--- config.mk ---
export PLATFORM = sky130hd
export DESIGN_NAME = ebi_read_responder_flat
export DESIGN_NICKNAME = d
export VERILOG_FILES = /design/src/rtl/ebi_read_responder_if.sv /design/src/rtl/ebi_read_responder.sv /design/src/flat_wrapper.sv
export SDC_FILE = /design/constraint.sdc
export NUM_CORES = 1
export LEC_CHECK = 0
export ABC_AREA = 1
export BUFFER_PORTS_ARGS = -buffer_cell sky130_fd_sc_hd__buf_4
export CORE_MARGIN = 2
export CORE_UTILIZATION = 35
export DETAILED_ROUTE_END_ITERATION = 16
export GPL_ROUTABILITY_DRIVEN = 0
export SLEW_MARGIN = 10
export SYNTH_ARGS = -nofsm -noshare
export SYNTH_HDL_FRONTEND = slang
export SYNTH_SLANG_ARGS = --single-unit
--- constraint.sdc ---
create_clock -name clk -period 1.49 [get_ports clk]
set_input_delay 0 -clock clk [delete_from_list [all_inputs] [get_ports clk]]
set_output_delay 0 -clock clk [all_outputs]
set_load 0.02 [all_outputs]
--- src/rtl/ebi_read_responder_if.sv ---
// EBI read-side pin bundle plus the register-fabric read port.
// The responder uses the slave view; the MCU/fabric model uses the master view.
interface ebi_read_responder_if;
    logic [15:0] EBI_AD_in;
    logic        EBI_ALE;
    logic        EBI_RE;
    logic        EBI_WE;
    logic [15:0] EBI_AD_out;
    logic        EBI_AD_oe;
    logic [15:0] rd_addr;
    logic        rd_req;
    logic [15:0] rd_data;
    logic        rd_valid;
    logic [7:0]  timeout_count;

    modport slave (
        input  EBI_AD_in, EBI_ALE, EBI_RE, EBI_WE, rd_data, rd_valid,
        output EBI_AD_out, EBI_AD_oe, rd_addr, rd_req, timeout_count
    );

    modport master (
        output EBI_AD_in, EBI_ALE, EBI_RE, EBI_WE, rd_data, rd_valid,
        input  EBI_AD_out, EBI_AD_oe, rd_addr, rd_req, timeout_count
    );
endinterface

--- src/rtl/ebi_read_responder.sv ---
// Answers MCU EBI read cycles: latches address on ALE rise, fetches from fabric, drives data while RE low.
// Latency 3 clk from pin edges (2-FF sync + register); fabric stall bounded by TIMEOUT_CYCLES, then DEFAULT_DATA.
module ebi_read_responder #(
    parameter int          TIMEOUT_CYCLES = 15,
    parameter logic [15:0] DEFAULT_DATA   = 16'hDEAD
) (
    input  logic               clk,
    input  logic               reset,
    ebi_read_responder_if.slave bus
);
    localparam int TW = $clog2(TIMEOUT_CYCLES + 1);
    localparam logic [TW-1:0] TMO_LAST = TW'(TIMEOUT_CYCLES - 1);

    typedef enum logic [2:0] {
        S_IDLE,
        S_REQ,
        S_WAIT,
        S_READY,
        S_DRIVE
    } state_t;

    state_t state, state_n;

    logic        ale_s1, ale_s2, ale_s3;
    logic        re_s1, re_s2;
    logic        we_s1, we_s2;
    logic [15:0] ad_p1, ad_p2;
    logic [TW-1:0] timer;
    logic        ale_end;
    logic        capture;
    logic        tmo;

    // Strobes idle high; AD is piped two deep so ad_p2 lines up with ale_s2.
    always_ff @(posedge clk) begin
        if (reset) begin
            ale_s1 <= 1'b1;
            ale_s2 <= 1'b1;
            ale_s3 <= 1'b1;
            re_s1  <= 1'b1;
            re_s2  <= 1'b1;
            we_s1  <= 1'b1;
            we_s2  <= 1'b1;
            ad_p1  <= '0;
            ad_p2  <= '0;
        end else begin
            ale_s1 <= bus.EBI_ALE;
            ale_s2 <= ale_s1;
            ale_s3 <= ale_s2;
            re_s1  <= bus.EBI_RE;
            re_s2  <= re_s1;
            we_s1  <= bus.EBI_WE;
            we_s2  <= we_s1;
            ad_p1  <= bus.EBI_AD_in;
            ad_p2  <= ad_p1;
        end
    end

    assign ale_end = ale_s2 & ~ale_s3;

    always_ff @(posedge clk) begin
        if (reset) begin
            state <= S_IDLE;
        end else begin
            state <= state_n;
        end
    end

    // A new address phase preempts everything, including an active drive.
    always_comb begin
        state_n = state;
        capture = 1'b0;
        tmo     = 1'b0;
        if (ale_end) begin
            state_n = S_REQ;
        end else begin
            case (state)
                S_IDLE:  state_n = S_IDLE;
                S_REQ:   state_n = S_WAIT;
                S_WAIT: begin
                    if (bus.rd_valid) begin
                        capture = 1'b1;
                        state_n = re_s2 ? S_READY : S_DRIVE;
                    end else if (timer == TMO_LAST) begin
                        tmo     = 1'b1;
                        state_n = re_s2 ? S_READY : S_DRIVE;
                    end
                end
                S_READY: begin
                    if (!re_s2) begin
                        state_n = S_DRIVE;
                    end else if (!we_s2) begin
                        state_n = S_IDLE;
                    end
                end
                S_DRIVE: begin
                    if (re_s2) begin
                        state_n = S_IDLE;
                    end
                end
                default: state_n = S_IDLE;
            endcase
        end
    end

    always_ff @(posedge clk) begin
        if (reset) begin
            timer             <= '0;
            bus.EBI_AD_out    <= '0;
            bus.EBI_AD_oe     <= 1'b0;
            bus.rd_addr       <= '0;
            bus.rd_req        <= 1'b0;
            bus.timeout_count <= '0;
        end else begin
            if (state == S_REQ) begin
                timer <= '0;
            end else if (state == S_WAIT) begin
                timer <= timer + TW'(1);
            end
            if (ale_end) begin
                bus.rd_addr <= ad_p2;
            end
            if (capture) begin
                bus.EBI_AD_out <= bus.rd_data;
            end else if (tmo) begin
                bus.EBI_AD_out <= DEFAULT_DATA;
            end
            if (tmo && bus.timeout_count != 8'hFF) begin
                bus.timeout_count <= bus.timeout_count + 8'd1;
            end
            bus.rd_req    <= (state_n == S_REQ);
            bus.EBI_AD_oe <= (state_n == S_DRIVE);
        end
    end
endmodule

--- src/flat_wrapper.sv ---
// flat-port wrapper written by rule: the top's interface ports become plain ports
module ebi_read_responder_flat 
#(
    parameter int          TIMEOUT_CYCLES = 15,
    parameter logic [15:0] DEFAULT_DATA   = 16'hDEAD
)
  (clk, reset, bus_EBI_AD_in, bus_EBI_ALE, bus_EBI_RE, bus_EBI_WE, bus_rd_data, bus_rd_valid, bus_EBI_AD_out, bus_EBI_AD_oe, bus_rd_addr, bus_rd_req, bus_timeout_count);
  ebi_read_responder_if bus_i ();
  input  logic clk;
  input  logic reset;
  input wire logic [$bits(bus_i.EBI_AD_in)-1:0] bus_EBI_AD_in;
  input wire logic [$bits(bus_i.EBI_ALE)-1:0] bus_EBI_ALE;
  input wire logic [$bits(bus_i.EBI_RE)-1:0] bus_EBI_RE;
  input wire logic [$bits(bus_i.EBI_WE)-1:0] bus_EBI_WE;
  input wire logic [$bits(bus_i.rd_data)-1:0] bus_rd_data;
  input wire logic [$bits(bus_i.rd_valid)-1:0] bus_rd_valid;
  output wire logic [$bits(bus_i.EBI_AD_out)-1:0] bus_EBI_AD_out;
  output wire logic [$bits(bus_i.EBI_AD_oe)-1:0] bus_EBI_AD_oe;
  output wire logic [$bits(bus_i.rd_addr)-1:0] bus_rd_addr;
  output wire logic [$bits(bus_i.rd_req)-1:0] bus_rd_req;
  output wire logic [$bits(bus_i.timeout_count)-1:0] bus_timeout_count;
  assign bus_i.EBI_AD_in = bus_EBI_AD_in;
  assign bus_i.EBI_ALE = bus_EBI_ALE;
  assign bus_i.EBI_RE = bus_EBI_RE;
  assign bus_i.EBI_WE = bus_EBI_WE;
  assign bus_i.rd_data = bus_rd_data;
  assign bus_i.rd_valid = bus_rd_valid;
  assign bus_EBI_AD_out = bus_i.EBI_AD_out;
  assign bus_EBI_AD_oe = bus_i.EBI_AD_oe;
  assign bus_rd_addr = bus_i.rd_addr;
  assign bus_rd_req = bus_i.rd_req;
  assign bus_timeout_count = bus_i.timeout_count;
  ebi_read_responder #(.TIMEOUT_CYCLES(TIMEOUT_CYCLES), .DEFAULT_DATA(DEFAULT_DATA)) u_core (.clk(clk), .reset(reset), .bus(bus_i));
endmodule
==> results of run 1 <==
[cell type report]
class | count | area [um^2] | area share
clock inverter | 6 | 91.3 | 0.0201
sequential | 88 | 1760 | 0.389
multi-input combinational | 223 | 1150 | 0.253
timing repair buffer | 123 | 1010 | 0.223
inverter | 67 | 255 | 0.0563
tap | 108 | 135 | 0.0298
clock buffer | 10 | 128 | 0.0281
[final timing paths]
check,from,endpoint,cells after the start,slack [ns]
setup / recovery,u_core.timer[0],u_core.bus.timeout_count[3],8,0.09
hold / removal,bus_rd_valid,u_core.bus.timeout_count[2],4,0.02
setup reg to reg,u_core.timer[0],u_core.bus.timeout_count[3],8,0.09
hold reg to reg,u_core.ad_p1[1],u_core.ad_p2[1],2,0.40
[cell families (layout without fill, tap and decap cells)]
family                   Yosys count  in the layout
AND/OR/NAND/NOR                  156            156
flip-flops                        88             88
buffers and inverters             81            206
AO/OA/AOI/OAI                     61             61
adder cells (fa/ha/maj)            3              3
XOR/XNOR                           3              3
[cells in the mapped netlist (all sizes together), types with 2 or more instances]
cell type / number
buf: 6
nand3: 12
o21ai: 33
clkbuf: 8
nor3: 2
ha: 3
a21oi: 27
xor2: 3
nand3b: 2
nor2: 79
dfxtp: 88
nand2: 52
or2: 6
nand4: 3
inv: 66
[cell usage in the layout, fill, tap and decap left out, drive strengths merged]
cell type,count
dfxtp,88
buf,87
nor2,79
inv,67
nand2,52
dlygate4sd3,36
o21ai,33
a21oi,27
nand3,12
clkbuf,10
or2,6
clkinv,4
nand4,3
xor2,3
ha,3
nor3,2
nand3b,2
bufinv,2
o211ai,1
[worst min-delay path, cell delays in order]
cell and delay, ns:
sky130_fd_sc_hd__buf_4 0.12, sky130_fd_sc_hd__nor2_4 0.06, sky130_fd_sc_hd__nand4_1 0.08, sky130_fd_sc_hd__a21oi_1 0.06
[state kept, by name, summed over array words and instances (netlist names), 3 cells and up]
register	cells
u_core.ad_p1	16
u_core.ad_p2	16
u_core.bus.EBI_AD_out	16
u_core.bus.rd_addr	16
u_core.bus.timeout_count	8
u_core.timer	4
u_core.state	3
[per-layer routing]
layer / up-vias / part of all wire / track usage
met5: - / 0 / 0
met4: 0 / 0.0080 / 0.0601
met3: 7 / 0.039 / 0.0330
met2: 58 / 0.50 / 0.250
met1: 1217 / 0.46 / 0.171
li1: 1435 / - / -
[power by group]
group          switching [uW]  internal, uW
clock                     831           954
combinational             172           202
sequential               28.1          2420
[through the flow]
step / TNS (ns) / util / setup WS, ns / total power (uW) / hold WS, ns
after CTS: 0 / 0.512 / 0.0571 / 4670 / 0.00917
after global placement: 0 / 0.446 / 0.112 / 2800 / 0.195
after floorplan: 0 / - / 0.0956 / 2660 / 0.104
final: 0 / 0.518 / 0.0853 / 4610 / 0.0228
after detailed placement: 0 / 0.446 / 0.0675 / 2800 / 0.194
after global routing: -0.0124 / 0.518 / -0.00616 / 4810 / 0.0299
[repair_timing]
action                                 4_1_cts  5_1_grt
gates resized for setup                      0       15
setup endpoints to repair                    0        7
endpoints found under the hold margin       40        0
hold buffers                                36        0
==> impl_summary.log, run 1 <==
[metrics] all-layer global routing usage: 0.144
[metrics] vias after detailed routing: 2,717
[metrics] combined area of all synthesized cells: 3190 um^2
[metrics] biggest area consumer among synthesized cells: sky130_fd_sc_hd__dfxtp_1
[metrics] first-pass GRT wire length: 11,600 um
[metrics] Area after DPL: 3910 um^2
[metrics] critical-path maximum fanout: 6
[metrics] Num CTS Buffers: 9
[metrics] number of warnings printed during yosys synthesis: 0
[metrics] antenna violations before repair: 0
[metrics] # fillers: 837
[metrics] Syn Nets: 433
[metrics] fraction of the mapped netlist area in adder cells: 0.0118
[metrics] vertical extent of the die: 99.5 um
[metrics] Final Slew Violations: 0
[metrics] count of buffering cells on the critical path with inverters included: 1
[metrics] Avg Vias per Cell: 4.35
[metrics] number of port buffers: 79
[metrics] starting DRC count in detailed routing: 41
[metrics] number of optimization iterations in the first detailed-route pass: 4
[metrics] post-synthesis cell count: 392
[metrics] Leak: 0.00212 uW
[metrics] pin count of the biggest net entering global routing: 32
[metrics] fraction of post-synthesis cell area in the top cell type by area: 0.552
[metrics] min-delay worst type: input pin to flop
[metrics] sequential-to-total area share from yosys stat: 0.552
[metrics] syn_area_per_cell: 8.14 um^2
[metrics] post-layout min period: 1.40 ns
[metrics] period utilisation layout: 0.943
[metrics] Area growth syn-to-layout: 42.2%
[metrics] ys async rst share: 0
[metrics] placed cell count: 573
[metrics] number of endpoints failing setup at the final stage: 0
[metrics] data arrival time at the worst-slack endpoint: 1.69 ns
[metrics] ratio of total power to cell area: 1020 nW/um^2
[metrics] setup skew after layout: 0.0138 ns
[metrics] Final Non-Filler Cells: 625
[metrics] GRT overflow: 0
[metrics] Core ar.: 8760 um^2
[metrics] H-tree levels: 3
[metrics] final net count: 553
[metrics] predominant post-synthesis flop cell: sky130_fd_sc_hd__dfxtp_1
[metrics] headroom to the max-slew limit: 0.796
[metrics] number of clock sinks: 88
[metrics] pin slew with the least headroom to its limit: 0.306 ns
[metrics] proportion of layout cells with a drive suffix above 1: 0.261
[metrics] Worst setup SP type: flop
[metrics] Max stage delay cell, worst path: sky130_fd_sc_hd__dfxtp_2
[metrics] area fraction in compound gates after synthesis: 0.0965
[metrics] number of maximum-capacitance violations: 0
[metrics] clk buf depth: 2
[metrics] Post-Synth XOR/XNOR Area: 0.00824
[metrics] Root Driver: sky130_fd_sc_hd__clkbuf_8
[metrics] die area: 9890 um^2
[metrics] final WL: 6870 um
[metrics] flip-flop and latch count after synthesis: 88
[metrics] run status: finished, final reports clean
[metrics] Hold Vio Cnt, Final: 0
[metrics] Final Cell Area: 4540 um^2
[metrics] critical path capture point type: flop
[metrics] Clock Latency Late Sink: 0.35 ns
[metrics] Die X: 99.5 um
[metrics] multiplexer area fraction after synthesis: 0
[metrics] Routed wire per std cell: 11.0 um
[metrics] maximum clock frequency: 0.712 GHz
[metrics] Post-CTS Setup Repair Bufs: 0
[metrics] simple-gate share of the synthesized area: 0.229
[metrics] maximum vdd ir drop: 0.640 mV
[metrics] detailed placement HPWL: 4570 um
[metrics] Crit path top cell by count: sky130_fd_sc_hd__nor2_4
[metrics] cell row count: 34
[metrics] count of unique library cells instantiated by Yosys: 27
[metrics] delay-heaviest family, CP: simple AND/OR/NAND/NOR gates
[metrics] worst stage delay on the critical path: 0.34 ns
[metrics] biggest area contributors in the synthesized netlist: sky130_fd_sc_hd__dfxtp_1 (55%), sky130_fd_sc_hd__nor2_1 (8.7%), sky130_fd_sc_hd__inv_1 (7.4%)
[metrics] remaining routing DRC violations: 0
[metrics] number of synthesized flops with an enable pin: 0
[metrics] largest family of logic cells by synthesized area: simple AND/OR/NAND/NOR gates
[metrics] Crit Path Category: flop to flop
[metrics] Clock transition at path regs: 0.09 ns
[metrics] initial cell density of the core: 0.364
[metrics] critical path cell sequence: inv_4 > ha_4 > nand3_4 > nor2_4 > nand2_4 > nor2_4 > nand2_1 > a21oi_1
[metrics] Crit path required time: 1.77 ns
[metrics] CTS tree: done
[metrics] number of global-route vias before repair: 2,614
[metrics] post-route ant nets: 0
[metrics] Diodes inserted: 0
[metrics] I/O pins: 80
(Power assumes the default switching activity.)
==> inputs of run 2 (changes only) <==
- CORE_ASPECT_RATIO: not set -> 1.4
- TNS_END_PERCENT: not set -> 1
==> run 2 against run 1 <==
Net effect: count of clock-buffer cells in the layout unchanged; clock skew down 0.010 ns; worst setup slack better by 0.0044 ns; power up 8.8%; sequential cell count unchanged; clock power up 22%; via count up 0.85%; critical path depth unchanged; hold slack better by 0.047 ns; maximum frequency up 0.32%; register-to-register slack about the same; critical endpoint is now u_core.bus.timeout_count[0].
==> impl_summary.log, run 2 (synthesis gave the netlist of run 1 again) <==
[metrics] pin count of the biggest net entering global routing: 38 (was 32)
[metrics] number of global-route vias before repair: 2,583 (was 2,614)
[metrics] number of endpoints failing setup at the final stage: 0 (unchanged)
[metrics] Worst setup SP type: flop (unchanged)
[metrics] I/O pins: 80 (unchanged)
[metrics] maximum clock frequency: 0.714 GHz (was 0.712 GHz)
[metrics] worst-case register-to-register setup slack: 0.09 ns (about the same)
[metrics] period utilisation layout: 0.940 (was 0.943)
[metrics] Crit Path Category: flop to flop (unchanged)
[metrics] critical-path maximum fanout: 6 (unchanged)
[metrics] Area after DPL: 3900 um^2 (was 3910 um^2)
[metrics] cell row count: 41 (was 34)
[metrics] post-route total power: 5010 uW (was 4610 uW)
[metrics] Num CTS Buffers: 9 (unchanged)
[metrics] Diodes inserted: 0 (unchanged)
[metrics] Crit path required time: 1.76 ns (was 1.77 ns)
[metrics] critical path cell sequence: inv_2 > ha_4 > nand3_4 > nor2_4 > nand2_4 > nor2_4 > nand2_1 > a21oi_2 (was inv_4 > ha_4 > nand3_4 > nor2_4 > nand2_4 > nor2_4 > nand2_1 > a21oi_1)
[metrics] Reg2Reg Depth: 8 (unchanged)
[metrics] number of maximum-capacitance violations: 0 (unchanged)
[metrics] number of clock sinks: 88 (unchanged)
[metrics] Clock Latency Late Sink: 0.33 ns (was 0.35 ns)
[metrics] remaining routing DRC violations: 0 (unchanged)
[metrics] hold path endpoint: u_core.ad_p1[9] (was u_core.bus.timeout_count[2])
[metrics] Leak: 0.00217 uW (was 0.00212 uW)
[metrics] Clock transition at path regs: 0.06 ns (was 0.09 ns)
[metrics] setup skew after layout: 0.00385 ns (was 0.0138 ns)
[metrics] Core ar.: 8930 um^2 (was 8760 um^2)
[metrics] vertical extent of the die: 117 um (was 99.5 um)
[metrics] H-tree levels: 3 (unchanged)
[metrics] number of port buffers: 79 (unchanged)
[metrics] critical path capture point type: flop (unchanged)
[metrics] antenna violations before repair: 0 (unchanged)
[metrics] # fillers: 865 (was 837)
[metrics] starting DRC count in detailed routing: 76 (was 41)
[metrics] headroom to the max-slew limit: 0.740 (was 0.796)
[metrics] end of the worst register-to-register path: u_core.bus.timeout_count[0] (was u_core.bus.timeout_count[3])
[metrics] commonest non-fill, non-tap cell in the layout: sky130_fd_sc_hd__buf_4 (unchanged)
[metrics] initial cell density of the core: 0.357 (was 0.364)
[metrics] first-pass GRT wire length: 11,100 um (was 11,600 um)
[metrics] number of cells on the worst hold path: 2 (was 4)
[metrics] min-delay worst type: input pin to flop (unchanged)
[metrics] Die X: 84.7 um (was 99.5 um)
[metrics] Routed wire per std cell: 10.5 um (was 11.0 um)
[metrics] detailed placement HPWL: 4180 um (was 4570 um)
[metrics] die area: 9900 um^2 (was 9890 um^2)
[metrics] pin slew with the least headroom to its limit: 0.390 ns (was 0.306 ns)
[metrics] maximum vdd ir drop: 0.655 mV (was 0.640 mV)
[metrics] delay-heaviest family, CP: simple AND/OR/NAND/NOR gates (unchanged)
[metrics] number of optimization iterations in the first detailed-route pass: 4 (unchanged)
[metrics] vias after detailed routing: 2,740 (was 2,717)
[metrics] all-layer global routing usage: 0.141 (was 0.144)
[metrics] worst stage delay on the critical path: 0.33 ns (was 0.34 ns)
[metrics] final WL: 6550 um (was 6870 um)
[metrics] Final Slew Violations: 0 (unchanged)
[metrics] data arrival time at the worst-slack endpoint: 1.67 ns (was 1.69 ns)
[metrics] Util after Layout: 0.517 (was 0.518)
[metrics] Min Hold Slack: 0.0697 ns (was 0.0228 ns)
[metrics] Hold Vio Cnt, Final: 0 (unchanged)
[metrics] post-route ant nets: 0 (unchanged)
[metrics] proportion of layout cells with a drive suffix above 1: 0.259 (was 0.261)
[metrics] run status: finished, final reports clean (unchanged)
[metrics] most frequent cells in the layout: sky130_fd_sc_hd__buf_4 (89), sky130_fd_sc_hd__dfxtp_1 (86), sky130_fd_sc_hd__nor2_1 (74) (was sky130_fd_sc_hd__buf_4 (87), sky130_fd_sc_hd__dfxtp_1 (86), sky130_fd_sc_hd__nor2_1 (74))
[metrics] Crit path top cell by count: sky130_fd_sc_hd__nor2_4 (unchanged)
[metrics] ratio of total power to cell area: 1090 nW/um^2 (was 1020 nW/um^2)
[metrics] Final Cell Area: 4620 um^2 (was 4540 um^2)
[metrics] Avg Vias per Cell: 4.38 (was 4.35)
[metrics] GRT overflow: 0 (unchanged)
[metrics] final net count: 554 (was 553)
[metrics] Max stage delay cell, worst path: sky130_fd_sc_hd__dfxtp_2 (unchanged)
[metrics] count of buffering cells on the critical path with inverters included: 1 (unchanged)
[metrics] clk buf depth: 2 (unchanged)
[metrics] Area growth syn-to-layout: 44.7% (was 42.2%)
[metrics] CTS tree: done (unchanged)
[metrics] Root Driver: sky130_fd_sc_hd__clkbuf_16 (was sky130_fd_sc_hd__clkbuf_8)
[metrics] worst min-delay path startpoint: reset (was bus_rd_valid)
[metrics] post-layout min period: 1.40 ns (about the same)
[metrics] worst r2r src: u_core.timer[0] (unchanged)
run 2: changes by cell type in the layout (fill, tap and decap cells not counted), moves of 2 or more:
cell and change:
sky130_fd_sc_hd__nand2_1 +2, sky130_fd_sc_hd__nand2_2 -3, sky130_fd_sc_hd__buf_4 +2, sky130_fd_sc_hd__clkbuf_16 +9
sky130_fd_sc_hd__clkbuf_8 -9
run 2: how the worst max path moves through the flow:
stage,from,to,cells past startpoint
4_1_cts,u_core.timer[0],u_core.bus.timeout_count[6],7
2_1_floorplan,u_core.bus.timeout_count[0],u_core.bus.timeout_count[5],7
5_1_grt,u_core.timer[0],u_core.bus.timeout_count[5],8
6_report,u_core.timer[0],u_core.bus.timeout_count[0],8
3_3_place_gp,u_core.timer[0],u_core.bus.timeout_count[6],7
3_5_place_dp,u_core.timer[0],u_core.bus.timeout_count[6],7
run 2: stage by stage:
stage          setup TNS, ns  cells  setup WS [ns]
5_1_grt              -0.0897    625        -0.0217
3_5_place_dp               0    572         0.0666
6_report                   0    625         0.0897
4_1_cts                    0    623         0.0568
3_3_place_gp               0    572         0.0984
2_1_floorplan              0    392         0.0956
run 2: metal layers:
layer | vias up | track usage | wire, um
li1 | 1441 | - | -
met1 | 1232 | 0.151 | 2770
met2 | 58 | 0.248 | 3350
met3 | 9 | 0.0407 | 297
met4 | 0 | 0.0783 | 129
met5 | - | 0 | 0
run 2: cell type report:
cell class                      count  area [um^2]  area share
Inverter                           67          253      0.0548
Timing Repair Buffer              124         1020       0.221
Clock inverter                      6         68.8      0.0149
Clock buffer                       10          229      0.0496
Sequential cell                    88         1760       0.382
Multi-Input combinational cell    223         1150       0.249
Tap cell                          107          134      0.0290
run 2: what timing repair did:
action,in CTS,in global routing
buffers inserted,0,2
resized for setup,0,12
hold buffers,35,0
endpoints found under the hold margin,35,0
endpoints found under the setup margin,0,13
run 2: power breakdown:
| group | internal, uW | switching (uW) | leakage, uW | total (uW) |
|---|---|---|---|---|
| Combinational | 200 | 168 | 0.00130 | 368 |
| Sequential | 2430 | 27.2 | 0.000720 | 2450 |
| Clock | 1310 | 885 | 0.000143 | 2190 |
==> inputs of run 3 (changes only) <==
- clock period: 1.49 -> 1.8 ns (I/O delays scaled with it)
==> run 3 against run 2 <==
Net effect: power shrank 17%; core utilization shrank 1.2 points; critical path depth shrank 1; die area is the same; worst setup slack gained 0.26 ns; maximum frequency shrank 3.7%; sequential power shrank 17%; critical endpoint is now u_core.bus.timeout_count[6]; largest power group unchanged.
==> impl_summary.log, run 3 (synthesis gave the netlist of run 1 again) <==
[metrics] hold path endpoint: u_core.bus.timeout_count[2] (was u_core.ad_p1[9])
[metrics] ratio of total power to cell area: 920 nW/um^2 (was 1090 nW/um^2)
[metrics] vias after detailed routing: 2,700 (was 2,740)
[metrics] initial cell density of the core: 0.357 (unchanged)
[metrics] Crit Path Category: flop to flop (unchanged)
[metrics] Int Pwr: 3270 uW (was 3930 uW)
[metrics] worst stage delay on the critical path: 0.32 ns (was 0.33 ns)
[metrics] Combinational Power Share: 0.072 (was 0.073)
[metrics] pin slew with the least headroom to its limit: 0.540 ns (was 0.390 ns)
[metrics] clk buf depth: 2 (unchanged)
[metrics] Hold Vio Cnt, Final: 0 (unchanged)
[metrics] antenna violations before repair: 0 (unchanged)
[metrics] proportion of layout cells with a drive suffix above 1: 0.232 (was 0.259)
[metrics] Post-Place Setup Slack: 0.346 ns (was 0.0666 ns)
[metrics] headroom to the max-slew limit: 0.640 (was 0.740)
[metrics] Crit path top cell by count: sky130_fd_sc_hd__nand3_2 (was sky130_fd_sc_hd__nor2_4)
[metrics] Crit path required time: 2.02 ns (was 1.76 ns)
[metrics] I/O pins: 80 (unchanged)
[metrics] all-layer global routing usage: 0.138 (was 0.141)
[metrics] remaining routing DRC violations: 0 (unchanged)
[metrics] Die X: 84.7 um (unchanged)
[metrics] worst-case register-to-register setup slack: 0.35 ns (was 0.09 ns)
[metrics] setup skew after layout: 0.00676 ns (was 0.00385 ns)
[metrics] most frequent cells in the layout: sky130_fd_sc_hd__dfxtp_1 (88), sky130_fd_sc_hd__buf_4 (81), sky130_fd_sc_hd__nor2_1 (74) (was sky130_fd_sc_hd__buf_4 (89), sky130_fd_sc_hd__dfxtp_1 (86), sky130_fd_sc_hd__nor2_1 (74))
[metrics] Avg Vias per Cell: 4.38 (about the same)
[metrics] Min Hold Slack: 0.0368 ns (was 0.0697 ns)
[metrics] unrepaired setup endpoints after global routing: no
[metrics] count of buffering cells on the critical path with inverters included: 1 (unchanged)
[metrics] period utilisation layout: 0.808 (was 0.940)
[metrics] cell row count: 41 (unchanged)
[metrics] post-layout min period: 1.45 ns (was 1.40 ns)
[metrics] met2 WL: 3350 um (about the same)
[metrics] Leak: 0.00212 uW (was 0.00217 uW)
[metrics] Core ar.: 8930 um^2 (unchanged)
[metrics] first-pass GRT wire length: 10,800 um (was 11,100 um)
[metrics] Routed wire per std cell: 10.6 um (was 10.5 um)
[metrics] Post-CTS Setup Repair Bufs: 0 (unchanged)
[metrics] worst r2r src: u_core.timer[0] (unchanged)
[metrics] die area: 9900 um^2 (unchanged)
[metrics] critical-path maximum fanout: 8 (was 6)
[metrics] Final Slew Violations: 0 (unchanged)
[metrics] post-route ant nets: 0 (unchanged)
[metrics] Sequential Power Share: 0.490 (was 0.489)
[metrics] CTS tree: done (unchanged)
[metrics] Area growth syn-to-layout: 41.3% (was 44.7%)
[metrics] Clock transition at path regs: 0.06 ns (about the same)
[metrics] net switching power figure: 870 uW (was 1080 uW)
[metrics] Reg2Reg Depth: 7 (was 8)
[metrics] GRT overflow: 0 (unchanged)
[metrics] vertical extent of the die: 117 um (unchanged)
[metrics] maximum vdd ir drop: 0.592 mV (was 0.655 mV)
[metrics] met1 wire length: 2730 um (was 2770 um)
[metrics] uppermost signal routing layer after detailed routing: met4 (unchanged)
[metrics] Clock Latency Late Sink: 0.33 ns (about the same)
[metrics] data arrival time at the worst-slack endpoint: 1.68 ns (was 1.67 ns)
[metrics] detailed placement HPWL: 4300 um (was 4180 um)
[metrics] # fillers: 858 (was 865)
[metrics] Worst setup SP type: flop (unchanged)
[metrics] Diodes inserted: 0 (unchanged)
[metrics] run status: finished, final reports clean (unchanged)
[metrics] critical path capture point type: flop (unchanged)
[metrics] commonest non-fill, non-tap cell in the layout: sky130_fd_sc_hd__dfxtp_1 (was sky130_fd_sc_hd__buf_4)
[metrics] number of port buffers: 79 (unchanged)
[metrics] delay-heaviest family, CP: simple AND/OR/NAND/NOR gates (unchanged)
[metrics] Num CTS Buffers: 9 (unchanged)
[metrics] Net Sw Frac: 0.210 (was 0.215)
[metrics] number of clock sinks: 88 (unchanged)
[metrics] worst min-delay path startpoint: bus_rd_valid (was reset)
[metrics] pin count of the biggest net entering global routing: 55 (was 38)
[metrics] number of global-route vias before repair: 2,502 (was 2,583)
[metrics] part of the total power dissipated in the clock network: 0.438 (was 0.437)
[metrics] Root Driver: sky130_fd_sc_hd__clkbuf_16 (unchanged)
[metrics] critical path cell sequence: inv_1 > ha_1 > nand3_2 > nor2_4 > nand3_2 > nor3_1 > nor2_1 (was inv_2 > ha_4 > nand3_4 > nor2_4 > nand2_4 > nor2_4 > nand2_1 > a21oi_2)
[metrics] starting DRC count in detailed routing: 78 (was 76)
[metrics] number of optimization iterations in the first detailed-route pass: 4 (unchanged)
[metrics] number of cells on the worst hold path: 4 (was 2)
[metrics] end of the worst register-to-register path: u_core.bus.timeout_count[6] (was u_core.bus.timeout_count[0])
[metrics] Total Neg Setup Slack: 0 ns (unchanged)
[metrics] final WL: 6520 um (was 6550 um)
[metrics] maximum clock frequency: 0.688 GHz (was 0.714 GHz)
[metrics] number of endpoints failing setup at the final stage: 0 (unchanged)
[metrics] wire length on met3: 230 um (was 297 um)
[metrics] post-route total power: 4140 uW (was 5010 uW)
[metrics] final setup margin: 0.345 ns (was 0.0897 ns)
[metrics] Max stage delay cell, worst path: sky130_fd_sc_hd__dfxtp_1 (was sky130_fd_sc_hd__dfxtp_2)
[metrics] final net count: 546 (was 554)
[metrics] min-delay worst type: input pin to flop (unchanged)
[metrics] number of maximum-capacitance violations: 0 (unchanged)
[metrics] H-tree levels: 3 (unchanged)
[run 3: cell count changes in the layout (fill, tap and decap cells not counted), sizes merged]
cell,change
buf,-8
clkinv,+1
clkinvlp,-1
inv,-1
[run 3: final cells by class]
class                      instances  area (um^2)  share of cell area
clock buffer                      10          239              0.0530
clock inverter                     5         57.6              0.0128
inverter                          67          253              0.0561
multi-input combinational        223         1100               0.245
sequential                        88         1760               0.391
tap                              107          134              0.0297
timing repair buffer             116          958               0.213
[run 3: repair_timing]
item | CTS | global route
resized for setup | 0 | 0
hold buffers | 35 | 0
hold endpoints to repair | 35 | 0
[run 3: power groups by stage]
stage	sequential, uW	combinational, uW	clock (uW)
2_1_floorplan	2090	108	0
3_3_place_gp	2070	236	0
3_5_place_dp	2080	239	0
4_1_cts	2030	300	1870
5_1_grt	2040	332	1960
6_report	2030	297	1820
[run 3: worst max-delay path by stage]
| stage | from | endpoint | slack, ns | depth (start not counted) |
|---|---|---|---|---|
| after floorplan | u_core.bus.timeout_count[0] | u_core.bus.timeout_count[5] | 0.41 | 7 |
| after detailed placement | u_core.ale_s2 | u_core.bus.EBI_AD_out[8] | 0.35 | 6 |
| after global routing | u_core.ale_s2 | u_core.bus.EBI_AD_out[4] | 0.20 | 6 |
| after global placement | u_core.ale_s2 | u_core.bus.EBI_AD_out[4] | 0.38 | 6 |
| final | u_core.timer[0] | u_core.bus.timeout_count[6] | 0.35 | 7 |
| after CTS | u_core.ale_s2 | u_core.bus.EBI_AD_out[8] | 0.34 | 6 |
[run 3: stage by stage]
stage / area, um^2 / utilization / instances
after floorplan: 3190 / - / 392
after global placement: 3860 / 0.432 / 566
after detailed placement: 3860 / 0.432 / 566
after CTS: 4510 / 0.505 / 616
after global routing: 4510 / 0.505 / 616
final: 4510 / 0.505 / 616
[run 3: layer usage]
metal,global-route usage,vias up
met4,0.104,0
met1,0.147,1206
li1,-,1424
met3,0.0259,12
met5,0,-
met2,0.242,58
[run 3: worst register-to-register path, delay by kind of cell, from the launching register on]
family	cells	cell delay (ns)
flops	1	0.32
buf+inv	1	0.11
fa+ha+maj	1	0.18
simple gates	5	0.74
